### src/rtl/line_generator_v2_if.sv
// Command and pixel stream bundle for the line rasteriser; master is the parent,
// slave is the generator.
interface line_generator_v2_if #(
    parameter int COORD_W = 12
);
    logic                      cmd_valid;
    logic                      cmd_ready;
    logic signed [COORD_W-1:0] aX;
    logic signed [COORD_W-1:0] aY;
    logic signed [COORD_W-1:0] bX;
    logic signed [COORD_W-1:0] bY;
    logic                      stop_y_ena;
    logic                      resume;
    logic                      abort;
    logic                      pix_valid;
    logic                      pix_ready;
    logic signed [COORD_W-1:0] X_coord;
    logic signed [COORD_W-1:0] Y_coord;
    logic                      busy;
    logic                      ypos_stopped;
    logic                      line_complete;

    modport master (
        output cmd_valid, aX, aY, bX, bY, stop_y_ena, resume, abort, pix_ready,
        input  cmd_ready, pix_valid, X_coord, Y_coord, busy, ypos_stopped, line_complete
    );

    modport slave (
        input  cmd_valid, aX, aY, bX, bY, stop_y_ena, resume, abort, pix_ready,
        output cmd_ready, pix_valid, X_coord, Y_coord, busy, ypos_stopped, line_complete
    );
endinterface

### src/rtl/line_generator_v2.sv
// Bresenham line rasteriser: accepts a line command, emits one signed pixel per
// accepted beat, optionally pauses on every Y change, and can be aborted.
module line_generator_v2 #(
    parameter int COORD_W   = 12,
    parameter bit STOP_Y_EN = 1'b1
) (
    input  logic               clk,
    input  logic               reset_n,
    line_generator_v2_if.slave bus
);
    localparam int DW = COORD_W + 1;
    localparam int EW = COORD_W + 2;

    typedef enum logic [2:0] {IDLE, SETUP, DRAW, PAUSE, DONE} state_t;

    state_t                    state_reg, state_next;
    logic signed [COORD_W-1:0] x_reg, x_next;
    logic signed [COORD_W-1:0] y_reg, y_next;
    logic signed [COORD_W-1:0] bx_reg, bx_next;
    logic signed [COORD_W-1:0] by_reg, by_next;
    logic signed [DW-1:0]      dx_reg, dx_next;
    logic signed [DW-1:0]      dy_reg, dy_next;
    logic signed [1:0]         sx_reg, sx_next;
    logic signed [1:0]         sy_reg, sy_next;
    logic signed [EW-1:0]      err_reg, err_next;
    logic                      stop_reg, stop_next;

    logic signed [DW-1:0]      delta_x, delta_y, abs_x, abs_y;
    logic signed [EW-1:0]      e2, dx_ext, dy_ext;
    logic                      step_x, step_y, at_end, y_changes;

    // Deltas are one bit wider than coordinates so full-range lines cannot wrap.
    always_comb begin
        delta_x   = DW'(bx_reg) - DW'(x_reg);
        delta_y   = DW'(by_reg) - DW'(y_reg);
        abs_x     = delta_x[DW-1] ? -delta_x : delta_x;
        abs_y     = delta_y[DW-1] ? -delta_y : delta_y;
        dx_ext    = EW'(dx_reg);
        dy_ext    = EW'(dy_reg);
        e2        = err_reg <<< 1;
        step_x    = (e2 >= dy_ext);
        step_y    = (e2 <= dx_ext);
        at_end    = (x_reg == bx_reg) && (y_reg == by_reg);
        y_changes = step_y && (sy_reg != 2'sb00);
    end

    always_comb begin
        state_next = state_reg;
        x_next     = x_reg;
        y_next     = y_reg;
        bx_next    = bx_reg;
        by_next    = by_reg;
        dx_next    = dx_reg;
        dy_next    = dy_reg;
        sx_next    = sx_reg;
        sy_next    = sy_reg;
        err_next   = err_reg;
        stop_next  = stop_reg;

        if (bus.abort && state_reg != IDLE) begin
            state_next = IDLE;
        end else begin
            case (state_reg)
                IDLE: begin
                    if (bus.cmd_valid) begin
                        state_next = SETUP;
                        x_next     = bus.aX;
                        y_next     = bus.aY;
                        bx_next    = bus.bX;
                        by_next    = bus.bY;
                        stop_next  = bus.stop_y_ena;
                    end
                end
                SETUP: begin
                    sx_next    = delta_x[DW-1] ? 2'sb11 : ((delta_x != '0) ? 2'sb01 : 2'sb00);
                    sy_next    = delta_y[DW-1] ? 2'sb11 : ((delta_y != '0) ? 2'sb01 : 2'sb00);
                    dx_next    = abs_x;
                    dy_next    = -abs_y;
                    err_next   = EW'(abs_x) - EW'(abs_y);
                    state_next = DRAW;
                end
                DRAW: begin
                    if (bus.pix_ready) begin
                        if (at_end) begin
                            state_next = DONE;
                        end else begin
                            // Both axis steps share one summed error update.
                            err_next = err_reg + (step_x ? dy_ext : '0) + (step_y ? dx_ext : '0);
                            x_next   = x_reg + (step_x ? COORD_W'(sx_reg) : '0);
                            y_next   = y_reg + (step_y ? COORD_W'(sy_reg) : '0);
                            if (STOP_Y_EN && stop_reg && y_changes) begin
                                state_next = PAUSE;
                            end
                        end
                    end
                end
                PAUSE: begin
                    if (bus.resume) begin
                        state_next = DRAW;
                    end
                end
                DONE: begin
                    state_next = IDLE;
                end
                default: begin
                    state_next = IDLE;
                end
            endcase
        end
    end

    always_ff @(posedge clk or negedge reset_n) begin
        if (!reset_n) begin
            state_reg <= IDLE;
            x_reg     <= '0;
            y_reg     <= '0;
            bx_reg    <= '0;
            by_reg    <= '0;
            dx_reg    <= '0;
            dy_reg    <= '0;
            sx_reg    <= '0;
            sy_reg    <= '0;
            err_reg   <= '0;
            stop_reg  <= 1'b0;
        end else begin
            state_reg <= state_next;
            x_reg     <= x_next;
            y_reg     <= y_next;
            bx_reg    <= bx_next;
            by_reg    <= by_next;
            dx_reg    <= dx_next;
            dy_reg    <= dy_next;
            sx_reg    <= sx_next;
            sy_reg    <= sy_next;
            err_reg   <= err_next;
            stop_reg  <= stop_next;
        end
    end

    assign bus.cmd_ready     = (state_reg == IDLE);
    assign bus.busy          = (state_reg != IDLE);
    assign bus.pix_valid     = (state_reg == DRAW);
    assign bus.X_coord       = x_reg;
    assign bus.Y_coord       = y_reg;
    assign bus.line_complete = (state_reg == DONE);
    assign bus.ypos_stopped  = STOP_Y_EN && (state_reg == PAUSE);
endmodule
### src/flat_wrapper.sv
// flat-port wrapper written by rule: the top's interface ports become plain ports
module line_generator_v2_flat 
#(
    parameter int COORD_W   = 12,
    parameter bit STOP_Y_EN = 1'b1
)
  (clk, reset_n, bus_cmd_valid, bus_aX, bus_aY, bus_bX, bus_bY, bus_stop_y_ena, bus_resume, bus_abort, bus_pix_ready, bus_cmd_ready, bus_pix_valid, bus_X_coord, bus_Y_coord, bus_busy, bus_ypos_stopped, bus_line_complete);
  line_generator_v2_if #(.COORD_W(COORD_W)) bus_i ();
  input  logic clk;
  input  logic reset_n;
  input wire logic [$bits(bus_i.cmd_valid)-1:0] bus_cmd_valid;
  input wire logic [$bits(bus_i.aX)-1:0] bus_aX;
  input wire logic [$bits(bus_i.aY)-1:0] bus_aY;
  input wire logic [$bits(bus_i.bX)-1:0] bus_bX;
  input wire logic [$bits(bus_i.bY)-1:0] bus_bY;
  input wire logic [$bits(bus_i.stop_y_ena)-1:0] bus_stop_y_ena;
  input wire logic [$bits(bus_i.resume)-1:0] bus_resume;
  input wire logic [$bits(bus_i.abort)-1:0] bus_abort;
  input wire logic [$bits(bus_i.pix_ready)-1:0] bus_pix_ready;
  output wire logic [$bits(bus_i.cmd_ready)-1:0] bus_cmd_ready;
  output wire logic [$bits(bus_i.pix_valid)-1:0] bus_pix_valid;
  output wire logic [$bits(bus_i.X_coord)-1:0] bus_X_coord;
  output wire logic [$bits(bus_i.Y_coord)-1:0] bus_Y_coord;
  output wire logic [$bits(bus_i.busy)-1:0] bus_busy;
  output wire logic [$bits(bus_i.ypos_stopped)-1:0] bus_ypos_stopped;
  output wire logic [$bits(bus_i.line_complete)-1:0] bus_line_complete;
  assign bus_i.cmd_valid = bus_cmd_valid;
  assign bus_i.aX = bus_aX;
  assign bus_i.aY = bus_aY;
  assign bus_i.bX = bus_bX;
  assign bus_i.bY = bus_bY;
  assign bus_i.stop_y_ena = bus_stop_y_ena;
  assign bus_i.resume = bus_resume;
  assign bus_i.abort = bus_abort;
  assign bus_i.pix_ready = bus_pix_ready;
  assign bus_cmd_ready = bus_i.cmd_ready;
  assign bus_pix_valid = bus_i.pix_valid;
  assign bus_X_coord = bus_i.X_coord;
  assign bus_Y_coord = bus_i.Y_coord;
  assign bus_busy = bus_i.busy;
  assign bus_ypos_stopped = bus_i.ypos_stopped;
  assign bus_line_complete = bus_i.line_complete;
  line_generator_v2 #(.COORD_W(COORD_W), .STOP_Y_EN(STOP_Y_EN)) u_core (.clk(clk), .reset_n(reset_n), .bus(bus_i));
endmodule
### config.mk
export PLATFORM = sky130hd
export DESIGN_NAME = line_generator_v2_flat
export DESIGN_NICKNAME = d
export VERILOG_FILES = /design/src/rtl/line_generator_v2_if.sv /design/src/rtl/line_generator_v2.sv /design/src/flat_wrapper.sv
export SDC_FILE = /design/constraint.sdc
export NUM_CORES = 1
export LEC_CHECK = 0
export ABC_AREA = 1
export BUFFER_PORTS_ARGS = -buffer_cell sky130_fd_sc_hd__buf_2
export CAP_MARGIN = 20
export CORE_ASPECT_RATIO = 2
export CORE_MARGIN = 4
export CORE_UTILIZATION = 43
export DETAILED_ROUTE_END_ITERATION = 16
export GPL_ROUTABILITY_DRIVEN = 0
export PLACE_DENSITY_LB_ADDON = 0.12
export SKIP_LAST_GASP = 1
export SLEW_MARGIN = 20
export SYNTH_ARGS = -nofsm -noshare
export SYNTH_HDL_FRONTEND = slang
export SYNTH_SLANG_ARGS = --single-unit
### constraint.sdc
create_clock -name clk -period 5.8 [get_ports clk]
set_clock_uncertainty 0.1 [all_clocks]
set_input_delay 0 -clock clk [delete_from_list [all_inputs] [get_ports clk]]
set_output_delay 0 -clock clk [all_outputs]
set_load 0.02 [all_outputs]
=== After elaboration in Yosys (flattened, before gate mapping) ===
Cells that the tools add are included.

* Add/sub/neg operators: 10
* $lt $le $gt $ge: 2
* Equal/unequal tests: 13
* Muxes and demuxes: 28
* Bitwise operators: 1
* Reductions and logical operators: 16

{| class="wikitable"
|+ Operators with widths
! kind !! count
|-
| $mux W12 || 8
|-
| $mux W14 || 4
|-
| $pmux W12 S2 || 2
|-
| $neg A13 Y13 || 3
|-
| $add A14 B14 Y14 || 2
|-
| $pmux W14 S2 || 1
|-
| $mux W13 || 2
|-
| $reduce_bool A13 Y1 || 2
|-
| $sub A12 B12 Y13 || 2
|-
| $add A12 B12 Y12 || 2
|-
| $eq A12 B12 Y1 || 2
|-
| $mux W3 || 6
|-
| $ge A14 B13 Y1 || 1
|-
| $le A14 B13 Y1 || 1
|-
| $sub A13 B13 Y14 || 1
|-
| $pmux W3 S4 || 1
|-
| $ne A3 B2 Y1 const B || 3
|-
| $reduce_and A4 Y1 || 2
|-
| $eq A3 B2 Y1 const B || 2
|-
| $ne A2 B2 Y1 const B || 3
|-
| $reduce_bool A2 Y1 || 3
|-
| $reduce_and A5 Y1 || 1
|-
| $logic_and A1 B1 Y1 || 4
|-
| $mux W2 || 2
|-
| other kinds (9) || 10
|}

* Register bits: 96
* Input bits: 55
* Output and inout port bits: 29
* Word-level logic and storage cells: 81

=== Longest topological paths before layout ===
Gate-level depths: netlist (run 1).

* Depth in word-level cells: 8
* Mapped depth: 32
* Gate-level depth less buffers: 31

=== Least setup slack after synthesis (run 1) ===
OpenSTA, ideal clock, no wires.

* Path type: register -> register
* Start: reg u_core.dy_reg[12]
* End: reg u_core.err_reg[11]
* Library setup time: 0.082 ns
* Arrival time: 3.928 ns
* Required time: 5.618 ns
* Path slack: 1.690 ns
* Stages on the path, launching flop included: 30
* Buffers on the path: 1
* Period minus slack after synthesis: 4.110 ns
* Cells stage by stage: dfrtp_1 -> inv_1 -> ha_1 -> nand2_1 -> inv_1 -> nand3_1 -> nor3_1 -> o21ai_0 -> nand2_1 -> nand2_1 -> nand2_1 -> clkbuf_1 -> nand2_1 -> fa_1 -> inv_1 -> ha_1 -> fa_1 -> nand3_1 -> nand2_1 -> nand2_1 -> nand2_1 -> a21oi_1 -> o21a_1 -> or2_2 -> nand2_1 -> nand2_1 -> nand2_1 -> nand2_1 -> nand3_1 -> a31oi_1

* Word-level cells in the longest chain between the ends: 7

{| class="wikitable"
|+ RTL lines
! element !! line !! RTL
|-
| start: declaration || line_generator_v2.sv:22 || <nowiki>logic signed [DW-1:0] dy_reg, dy_next;</nowiki>
|-
| start signal: assignment || line_generator_v2.sv:132 || <nowiki>dy_reg <= dy_next;</nowiki>
|-
| $ge A14 B13 Y1 || line_generator_v2.sv:41 || <nowiki>step_x = (e2 >= dy_ext);</nowiki>
|-
| $mux W14 || line_generator_v2.sv:88 || <nowiki>err_next = err_reg + (step_x ? dy_ext : '0) + (step_y ? dx_ext : '0);</nowiki>
|-
| $add A14 B14 Y14 (2 in a row) || line_generator_v2.sv:88 ||
|-
| $mux W14 || line_generator_v2.sv:84 || <nowiki>if (at_end) begin</nowiki>
|-
| $mux W14 || line_generator_v2.sv:83 || <nowiki>if (bus.pix_ready) begin</nowiki>
|-
| $pmux W14 S2 || line_generator_v2.sv:63 || <nowiki>case (state_reg)</nowiki>
|-
| end signal: assignment || line_generator_v2.sv:135 || <nowiki>err_reg <= err_next;</nowiki>
|-
| end: declaration || line_generator_v2.sv:25 || <nowiki>logic signed [EW-1:0] err_reg, err_next;</nowiki>
|}

No other way between the ends. The select of a mux whose other input is x is not followed.
A chain may end at the register's enable or synchronous reset.

=== Worst setup path after layout (run 1) ===
Same ends and word-level chain as after synthesis.

==> results of run 1 <==
==> cell type report <==
class,count,share of cell area
Multi-Input combinational cell,956,0.546
Timing Repair Buffer,145,0.0942
Clock buffer,11,0.0233
Inverter,226,0.0790
Sequential cell,95,0.219
Tap cell,269,0.0310
Clock inverter,5,0.00737
==> cells in the mapped netlist (16+ instances only) <==
cell type	count	area share
nand3_1	77	0.041
dfrtp_1	95	0.26
a31oi_1	18	0.012
o21ai_0	88	0.047
ha_1	98	0.13
nand2_1	301	0.12
xor2_1	27	0.025
fa_1	18	0.039
inv_1	214	0.086
o211ai_1	16	0.013
mux2_2	21	0.025
nand4_1	16	0.011
a21oi_1	76	0.041
nor2_1	79	0.032
==> metrics by stage <==
step	hold slack (ps)	cell area (um2)	worst slack, ps	utilization	instances
after floorplan	-396	9300	1690	-	1303
after global placement	-47.5	9970	902	0.472	1635
after detailed placement	-43.9	9970	804	0.472	1635
after CTS	7.46	10900	784	0.515	1707
after global routing	74.1	10900	378	0.515	1707
final	30.9	10900	774	0.515	1707
==> metal layers <==
layer  part of all wire  GRT usage  vias to the layer above  wire [um]
met5                  0          0                        -          0
met4              0.054      0.126                        0       1450
met3              0.027     0.0219                       68        716
met2               0.56      0.450                      191      15000
met1               0.36      0.222                     4079       9640
li1                   -          -                     4516          -
==> timing repair <==
action,CTS,global route
hold endpoints to repair,94,0
hold buffers,56,0
resized for setup,0,0
==> worst min-delay path: stages <==
cell and delay, ps:
buf_2 110, nand2_1 140, o211ai_1 130, o21ai_0 80
==> worst paths after layout <==
check,start,endpoint,cells past startpoint
setup reg to reg,u_core.dy_reg[12],u_core.err_reg[11],28
max in group asynchronous,reset_n,u_core.bx_reg[8],3
min in group asynchronous,reset_n,u_core.dy_reg[4],2
hold / removal,bus_abort,u_core.state_reg[1],4
hold reg to reg,u_core.sx_reg[1],u_core.sx_reg[1],2
setup / recovery,u_core.dy_reg[12],u_core.err_reg[11],28
==> kinds of logic after synthesis <==
logic type | Yosys count | share of synthesized area
AND/OR/NAND/NOR | 546 | 0.264
flip-flops | 95 | 0.256
AO/OA/AOI/OAI | 233 | 0.140
buffers and inverters | 252 | 0.107
XOR/XNOR | 40 | 0.0377
adder cells (fa/ha/maj) | 116 | 0.171
multiplexers | 21 | 0.0254
==> run_results.csv, run 1 <==
group,metric,value,unit
outcome,outcome,"complete, no violations",
placement,hpwl,21500,um
sta,rsz0062_at_grt,"no",
setup_path,crit_required,5990,ps
clocking,cts_tree,"built",
clocking,clkSinkCount,95,
routing,postRouteAntennaNets,0,
sta,finalHoldViolations,0,
sta,slew_viol_final,0,
setup_path,path_class,"reg -> reg",
placement,portBuffers,83,
setup_path,cp-end-kind,"flop",
sta,final-setup-viol-count,0,
clocking,cts_root_buf,"clkbuf_16",
sta,worst_pin_slew,875,ps
clocking,cts_buffers,9,
grt,overflow,0,
setup_path,critical-path-max-stage-delay,520,ps
routing,routed_wl,26800,um
die,dieArea,24200,um2
clocking,clkTransAtPathRegs,70,ps
hold_path,hp-class,"in -> reg",
die,die_y,216,um
routing,drt_pre_antenna_iters,4,
grt,grt_pass1_vias,9163,
routing,post_drt_wl_per_cell,15.7,um
logic_synthesis,synth.distinct_cells,53,
die,die_w,112,um
final_layout,diodes,0,
setup_path,cp_common_cell,"nand2_1",
setup_path,crit_path_max_fanout,16,
logic_synthesis,syn_nets,1474,
setup_path,cp_slowest_cell,"fa_1",
logic_synthesis,synth_flop_cell,"dfrtp_1",
die,core.rowCount,75,
grt,grt_max_degree,55,
setup_path,rrSetupSlack,770,ps
final_layout,multiInputGateArea,5940,um2
setup_path,startpoint_type,"flop",
logic_synthesis,synth_area,9300,um2
clocking,h-tree-depth,3,
final_layout,final_common_cell,"nand2_1",
routing,drtIter0Drc,294,
final_layout,fillers,2156,
setup_path,cp_top_family,"simple AND/OR/NAND/NOR gates",
final_layout,fin_nets,1604,
logic_synthesis,postSynthAreaPerCell,7.14,um2
grt,groute.usage.overall,0.227,
final_layout,area_growth_syn_to_layout,16.8,%
sta,period_minus_slack,5030,ps
clocking,worstSkewPairLatency,370,ps
sta,slew_headroom,0.413,
run,drv_cap,0,
final_layout,final_layout_size_suffix_gt1_frac,0.131,
sta,timing.fmax,0.199,GHz
die,pin_count,84,
final_layout,seq_area,2380,um2
die,initial_core_util,0.441,
logic_synthesis,postSynthCellCount,1303,
die,core-area,21100,um2
sta,final.setup.tns,0,ps
routing,dr_total_vias,8854,
clocking,cts_max_path_buffers,2,
routing,drcViolationCount,0,
setup_path,worst-path-buf-inv,3,
sta,post-route-period-util,0.867,
logic_synthesis,ys_ff_latch,95,
logic_synthesis,seq_area_frac_synth,0.256,
clocking,postCtsSetupRepairBufs,0,
final_layout,layout_common_cells,"301 x nand2_1, 214 x inv_1, 98 x ha_1",
logic_synthesis,synthArstFlopShare,1.00,
grt,antenna_found_initial,0,
grt,grt_first_pass_wirelength,43600,um
logic_synthesis,ys_warn_count,0,
routing,vias_per_cell,5.19,
logic_synthesis,synth-edff-count,0,
setup_path,arrival,5220,ps
Power of run 1 is not shown: default switching activity piles up to over one toggle a cycle in this logic, so the estimate is an artifact.
==> run 2: changes to the inputs <==
--- a/config.mk
+++ b/config.mk
@@ -13,7 +13,7 @@
 export CORE_UTILIZATION = 43
 export DETAILED_ROUTE_END_ITERATION = 16
 export GPL_ROUTABILITY_DRIVEN = 0
-export PLACE_DENSITY_LB_ADDON = 0.12
+export PLACE_DENSITY_LB_ADDON = 0.3
 export SKIP_LAST_GASP = 1
 export SLEW_MARGIN = 20
 export SYNTH_ARGS = -nofsm -noshare
==> run_results.csv, run 2 (synthesis gave the netlist of run 1 again) <==
group,metric,value,unit
setup_path,crit_required,5990,ps
final_layout,final_common_cell,"nand2_1",
grt,grt_first_pass_wirelength,43900,um
grt,groute.usage.overall,0.226,
setup_path,crit_path_max_fanout,16,
routing,drt_pre_antenna_iters,4,
final_layout,final_util,0.513,
setup_path,critical-path-max-stage-delay,510,ps
grt,grt_max_degree,55,
final_layout,layout_common_cells,"301 x nand2_1, 214 x inv_1, 98 x ha_1",
sta,final-setup-viol-count,0,
clocking,cts_tree,"built",
run,drv_cap,0,
grt,overflow,0,
placement,place_ws,853,ps
routing,drcViolationCount,0,
routing,routed_wl,26600,um
routing,postRouteAntennaNets,0,
die,die_w,112,um
routing,vias_per_cell,5.22,
die,dieArea,24200,um2
die,die_y,216,um
setup_path,startpoint_type,"flop",
clocking,worstSkewPairLatency,370,ps
final_layout,fin_nets,1606,
sta,slew_headroom,0.426,
setup_path,path_class,"reg -> reg",
placement,portBuffers,83,
sta,finalHoldViolations,0,
setup_path,arrival,5150,ps
final_layout,final_layout_size_suffix_gt1_frac,0.130,
setup_path,cp-end-kind,"flop",
placement,hpwl,21100,um
clocking,clkTransAtPathRegs,70,ps
sta,final.setup.tns,0,ps
clocking,cts_max_path_buffers,2,
grt,grt_pass1_vias,9330,
clocking,cts_root_buf,"clkbuf_16",
sta,timing.fmax,0.202,GHz
routing,post_drt_wl_per_cell,15.6,um
die,pin_count,84,
hold_path,hp-class,"in -> async",
sta,rsz0062_at_grt,"no",
routing,drtIter0Drc,282,
clocking,cts_buffers,9,
final_layout,fillers,2053,
routing,dr_total_vias,8928,
grt,antenna_found_initial,0,
clocking,h-tree-depth,3,
sta,slew_viol_final,0,
sta,post-route-period-util,0.856,
die,core.rowCount,75,
die,core-area,21100,um2
setup_path,cp_common_cell,"nand2_1",
sta,period_minus_slack,4960,ps
clocking,clkSinkCount,95,
setup_path,cp_slowest_cell,"fa_1",
sta,worst_pin_slew,852,ps
die,initial_core_util,0.441,
final_layout,diodes,0,
sta,fin_ws,838,ps
final_layout,area_growth_syn_to_layout,16.5,%
outcome,outcome,"complete, no violations",
clocking,postCtsSetupRepairBufs,0,
[run 2: changes by cell type in the layout (fill, tap and decap cells not counted), sizes merged]
cell         previous run  this run
dlygate4sd3            56        57
clkinvlp                2         0
buf                    89        90
clkbuf                 11        14
clkinv                  2         3
bufinv                  2         0
[run 2: area by class of cell]
class,count,area (um2),area share
Timing Repair Buffer,147,1040,0.0961
Sequential cell,95,2380,0.219
Tap cell,269,337,0.0311
Clock inverter,2,13.8,0.00127
Clock buffer,14,274,0.0253
Inverter,226,858,0.0792
Multi-Input combinational cell,956,5940,0.548
[run 2: worst paths after layout]
check                                   from                endpoint  slack [ps]  depth (start not counted)
setup / recovery           u_core.dy_reg[12]      u_core.err_reg[11]         840                         28
setup reg to reg           u_core.dy_reg[12]      u_core.err_reg[11]         840                         28
min in group clk               bus_cmd_valid        u_core.by_reg[0]         170                          5
max in group asynchronous            reset_n  u_core.bus.X_coord[11]        4380                          3
hold / removal                       reset_n        u_core.by_reg[3]         110                          2
hold reg to reg             u_core.sx_reg[1]        u_core.sx_reg[1]         390                          2
[run 2: layer usage]
metal / track usage / vias up / routed length (um)
met3: 0.0266 / 77 / 675
met1: 0.208 / 4144 / 9180
met5: 0 / - / 0
li1: - / 4520 / -
met2: 0.454 / 187 / 15200
met4: 0.137 / 0 / 1560
[run 2: metrics by stage]
step	instances	hold WS (ps)	instance area (um2)
after CTS	1709	93.3	10800
after detailed placement	1636	-30.0	9980
after global placement	1636	-33.4	9980
final	1709	113	10800
after global routing	1709	172	10800
after floorplan	1303	-396	9300
[run 2: repair_timing]
item / CTS / global route
hold buffers: 57 / 0
endpoints found under the hold margin: 100 / 0
resized for setup: 0 / 0
[run 2: critical path, delay by kind of cell (launching register included)]
family / cells / cell delay [ps]
AO/OA/AOI/OAI: 4 / 720
AND/OR/NAND/NOR: 17 / 1860
flip-flops: 1 / 410
buffers and inverters: 3 / 260
adder cells (fa/ha/maj): 4 / 1540
Power of run 2 is left out for the same reason.
==> run 3: changes to the inputs <==
--- a/config.mk
+++ b/config.mk
@@ -5,12 +5,13 @@
 export SDC_FILE = /design/constraint.sdc
 export NUM_CORES = 1
 export LEC_CHECK = 0
-export ABC_AREA = 1
+export ABC_AREA = 0
 export BUFFER_PORTS_ARGS = -buffer_cell sky130_fd_sc_hd__buf_2
 export CAP_MARGIN = 20
 export CORE_ASPECT_RATIO = 2
 export CORE_MARGIN = 4
 export CORE_UTILIZATION = 43
+export CTS_BUF_LIST = sky130_fd_sc_hd__clkbuf_8 sky130_fd_sc_hd__clkbuf_16
 export DETAILED_ROUTE_END_ITERATION = 16
 export GPL_ROUTABILITY_DRIVEN = 0
 export PLACE_DENSITY_LB_ADDON = 0.3
==> run_results.csv, run 3 <==
group,metric,value,unit
setup_path,worst-path-buf-inv,1,
die,die_w,110,um
setup_path,cp-end-kind,"flop",
logic_synthesis,yosys.area.top_type,"dfrtp_1",
clocking,worstSkewPairLatency,370,ps
sta,timing.fmax,0.188,GHz
final_layout,fin_nets,1355,
logic_synthesis,synthArstFlopShare,1.00,
logic_synthesis,synth_top_area_share,0.264,
final_layout,final_layout_size_suffix_gt1_frac,0.137,
final_layout,fillers,1903,
setup_path,startpoint,"u_core.err_reg[3]",
logic_synthesis,seq_area_frac_synth,0.264,
sta,finalHoldViolations,0,
clocking,clkSinkCount,95,
setup_path,critical-path-max-stage-delay,480,ps
logic_synthesis,synth_most_common_cell,"nand2_1",
sta,post-route-period-util,0.919,
logic_synthesis,postSynthAreaPerCell,8.45,um2
grt,overflow,0,
outcome,outcome,"complete, no violations",
setup_path,crit_path_max_fanout,6,
setup_path,r2r-start,"u_core.err_reg[3]",
setup_path,cp_top_family,"compound AO/OA/AOI/OAI gates",
clocking,cts_tree,"built",
clocking,ctsResizeCount,0,
logic_synthesis,synth_area,8990,um2
logic_synthesis,syn_nets,1235,
routing,drcViolationCount,0,
die,core.rowCount,74,
sta,slew_viol_final,0,
die,pin_count,84,
placement,portBuffers,83,
hold_path,hp-class,"in -> async",
routing,routed_wl,24400,um
run,drv_cap,0,
die,initial_core_util,0.439,
clocking,clkTransAtPathRegs,80,ps
logic_synthesis,synth_commonest_cells,"113 x nand2_1, 103 x inv_1, 98 x ha_1, 95 x dfrtp_1, 77 x nor2_1",
sta,final.setup.tns,0,ps
setup_path,path_class,"reg -> reg",
grt,grt_pass1_vias,8271,
grt,antenna_found_initial,0,
routing,drtIter0Drc,196,
logic_synthesis,synth_area_leaders,"dfrtp_1 26%, ha_1 14%, xnor2_1 5.3%",
routing,postRouteAntennaNets,0,
final_layout,diodes,0,
routing,post_drt_wl_per_cell,16.7,um
final_layout,final_common_cell,"nand2_1",
sta,final-setup-viol-count,0,
routing,drt_pre_antenna_iters,4,
setup_path,startpoint_type,"flop",
setup_path,cp_slowest_cell,"fa_1",
setup_path,arrival,5530,ps
placement,hpwl,19600,um
routing,vias_per_cell,5.42,
die,die_y,212,um
setup_path,crit_chain,"ha_1, a21o_1, a21oi_1, o21ai_1, a221oi_1, or2_2, a21o_1, nand2_1, fa_1, inv_1, ha_1, a21o_1, a21oi_1, nor2b_1, o21a_1, o311a_1, o21a_1, o21a_1, o41a_1, xnor2_1, or3_2, nand3_1",
logic_synthesis,postSynthCellCount,1064,
logic_synthesis,ys_warn_count,0,
clocking,cts_root_buf,"clkbuf_16",
grt,groute.usage.overall,0.223,
clocking,cts_max_path_buffers,2,
logic_synthesis,synth-edff-count,0,
clocking,cts_buffers,9,
sta,slew_headroom,0.524,
sta,rsz0062_at_grt,"no",
clocking,h-tree-depth,3,
grt,grt_max_degree,52,
setup_path,crit_required,6000,ps
final_layout,layout_common_cells,"113 x nand2_1, 103 x inv_1, 98 x ha_1",
routing,dr_total_vias,7891,
logic_synthesis,ys_ff_latch,95,
logic_synthesis,synth_flop_cell,"dfrtp_1",
final_layout,area_growth_syn_to_layout,16.7,%
sta,period_minus_slack,5330,ps
die,dieArea,23400,um2
die,core-area,20500,um2
sta,worst_pin_slew,709,ps
grt,grt_first_pass_wirelength,40300,um
logic_synthesis,synth.distinct_cells,82,
[run 3: changes by cell type in the layout (fill, tap and decap cells not counted), moves of 20 or more]
cell	delta
a211oi_1	+20
a21o_1	+23
inv_1	-111
nand2_1	-188
nand3_1	-62
o21ai_0	-22
xnor2_1	+41
[run 3: final timing paths]
path                       depth (start not counted)                    end  slack (ps)
max                                               22     u_core.err_reg[12]         470
min                                                2  u_core.bus.Y_coord[5]          70
max reg2reg                                       22     u_core.err_reg[12]         470
min reg2reg                                        1       u_core.sx_reg[0]         370
max in group asynchronous                          3       u_core.dx_reg[7]        4420
min in group clk                                   6    u_core.state_reg[1]         200
[run 3: worst register-to-register path, stage by stage (launching register included)]
cell and delay, ps:
dfrtp_1 430, ha_1 330, a21o_1 180, a21oi_1 120
o21ai_1 100, a221oi_1 330, or2_2 180, a21o_1 230
nand2_1 100, fa_1 480, inv_1 70, ha_1 300
a21o_1 160, a21oi_1 210, nor2b_1 70, o21a_1 220
o311a_1 340, o21a_1 190, o21a_1 190, o41a_1 320
xnor2_1 130, or3_2 410, nand3_1 70
[run 3: timing repair]
item	in CTS	in global routing
setup buffers	0	0
hold endpoints to repair	96	0
hold buffers	53	0
endpoints found under the setup margin	0	0
[run 3: kinds of logic after synthesis]
family / Yosys count / synth area share
multiplexers: 35 / 0.0420
adder cells (fa/ha/maj): 116 / 0.177
flip-flops: 95 / 0.264
buffers and inverters: 145 / 0.0653
AND/OR/NAND/NOR: 314 / 0.168
AO/OA/AOI/OAI: 269 / 0.190
XOR/XNOR: 90 / 0.0944
[run 3: per-layer routing]
metal | track usage | vias to the layer above | wire length, um
met4 | 0.125 | 0 | 1270
met3 | 0.0334 | 67 | 679
met5 | 0 | - | 0
met2 | 0.429 | 152 | 13900
met1 | 0.217 | 3739 | 8500
li1 | - | 3933 | -
[run 3: through the flow]
stage | hold slack (ps) | utilization | worst slack [ps] | instances | instance area (um2)
finish | 70.0 | 0.513 | 472 | 1455 | 10500
global route | 106 | 0.513 | 18.9 | 1455 | 10500
CTS | 79.8 | 0.513 | 464 | 1455 | 10500
detailed placement | -66.7 | 0.472 | 507 | 1386 | 9650
global placement | -71.1 | 0.472 | 588 | 1386 | 9650
floorplan | -396 | - | 515 | 1064 | 8990
[run 3: cell type report]
class | instances | area [um2] | share of cell area
Tap cell | 266 | 333 | 0.0317
Sequential cell | 95 | 2380 | 0.227
Clock inverter | 7 | 81.3 | 0.00775
Clock buffer | 9 | 225 | 0.0215
Timing Repair Buffer | 147 | 1030 | 0.0983
Multi-Input combinational cell | 824 | 6040 | 0.576
Inverter | 107 | 402 | 0.0383
Power of run 3 is left out for the same reason.
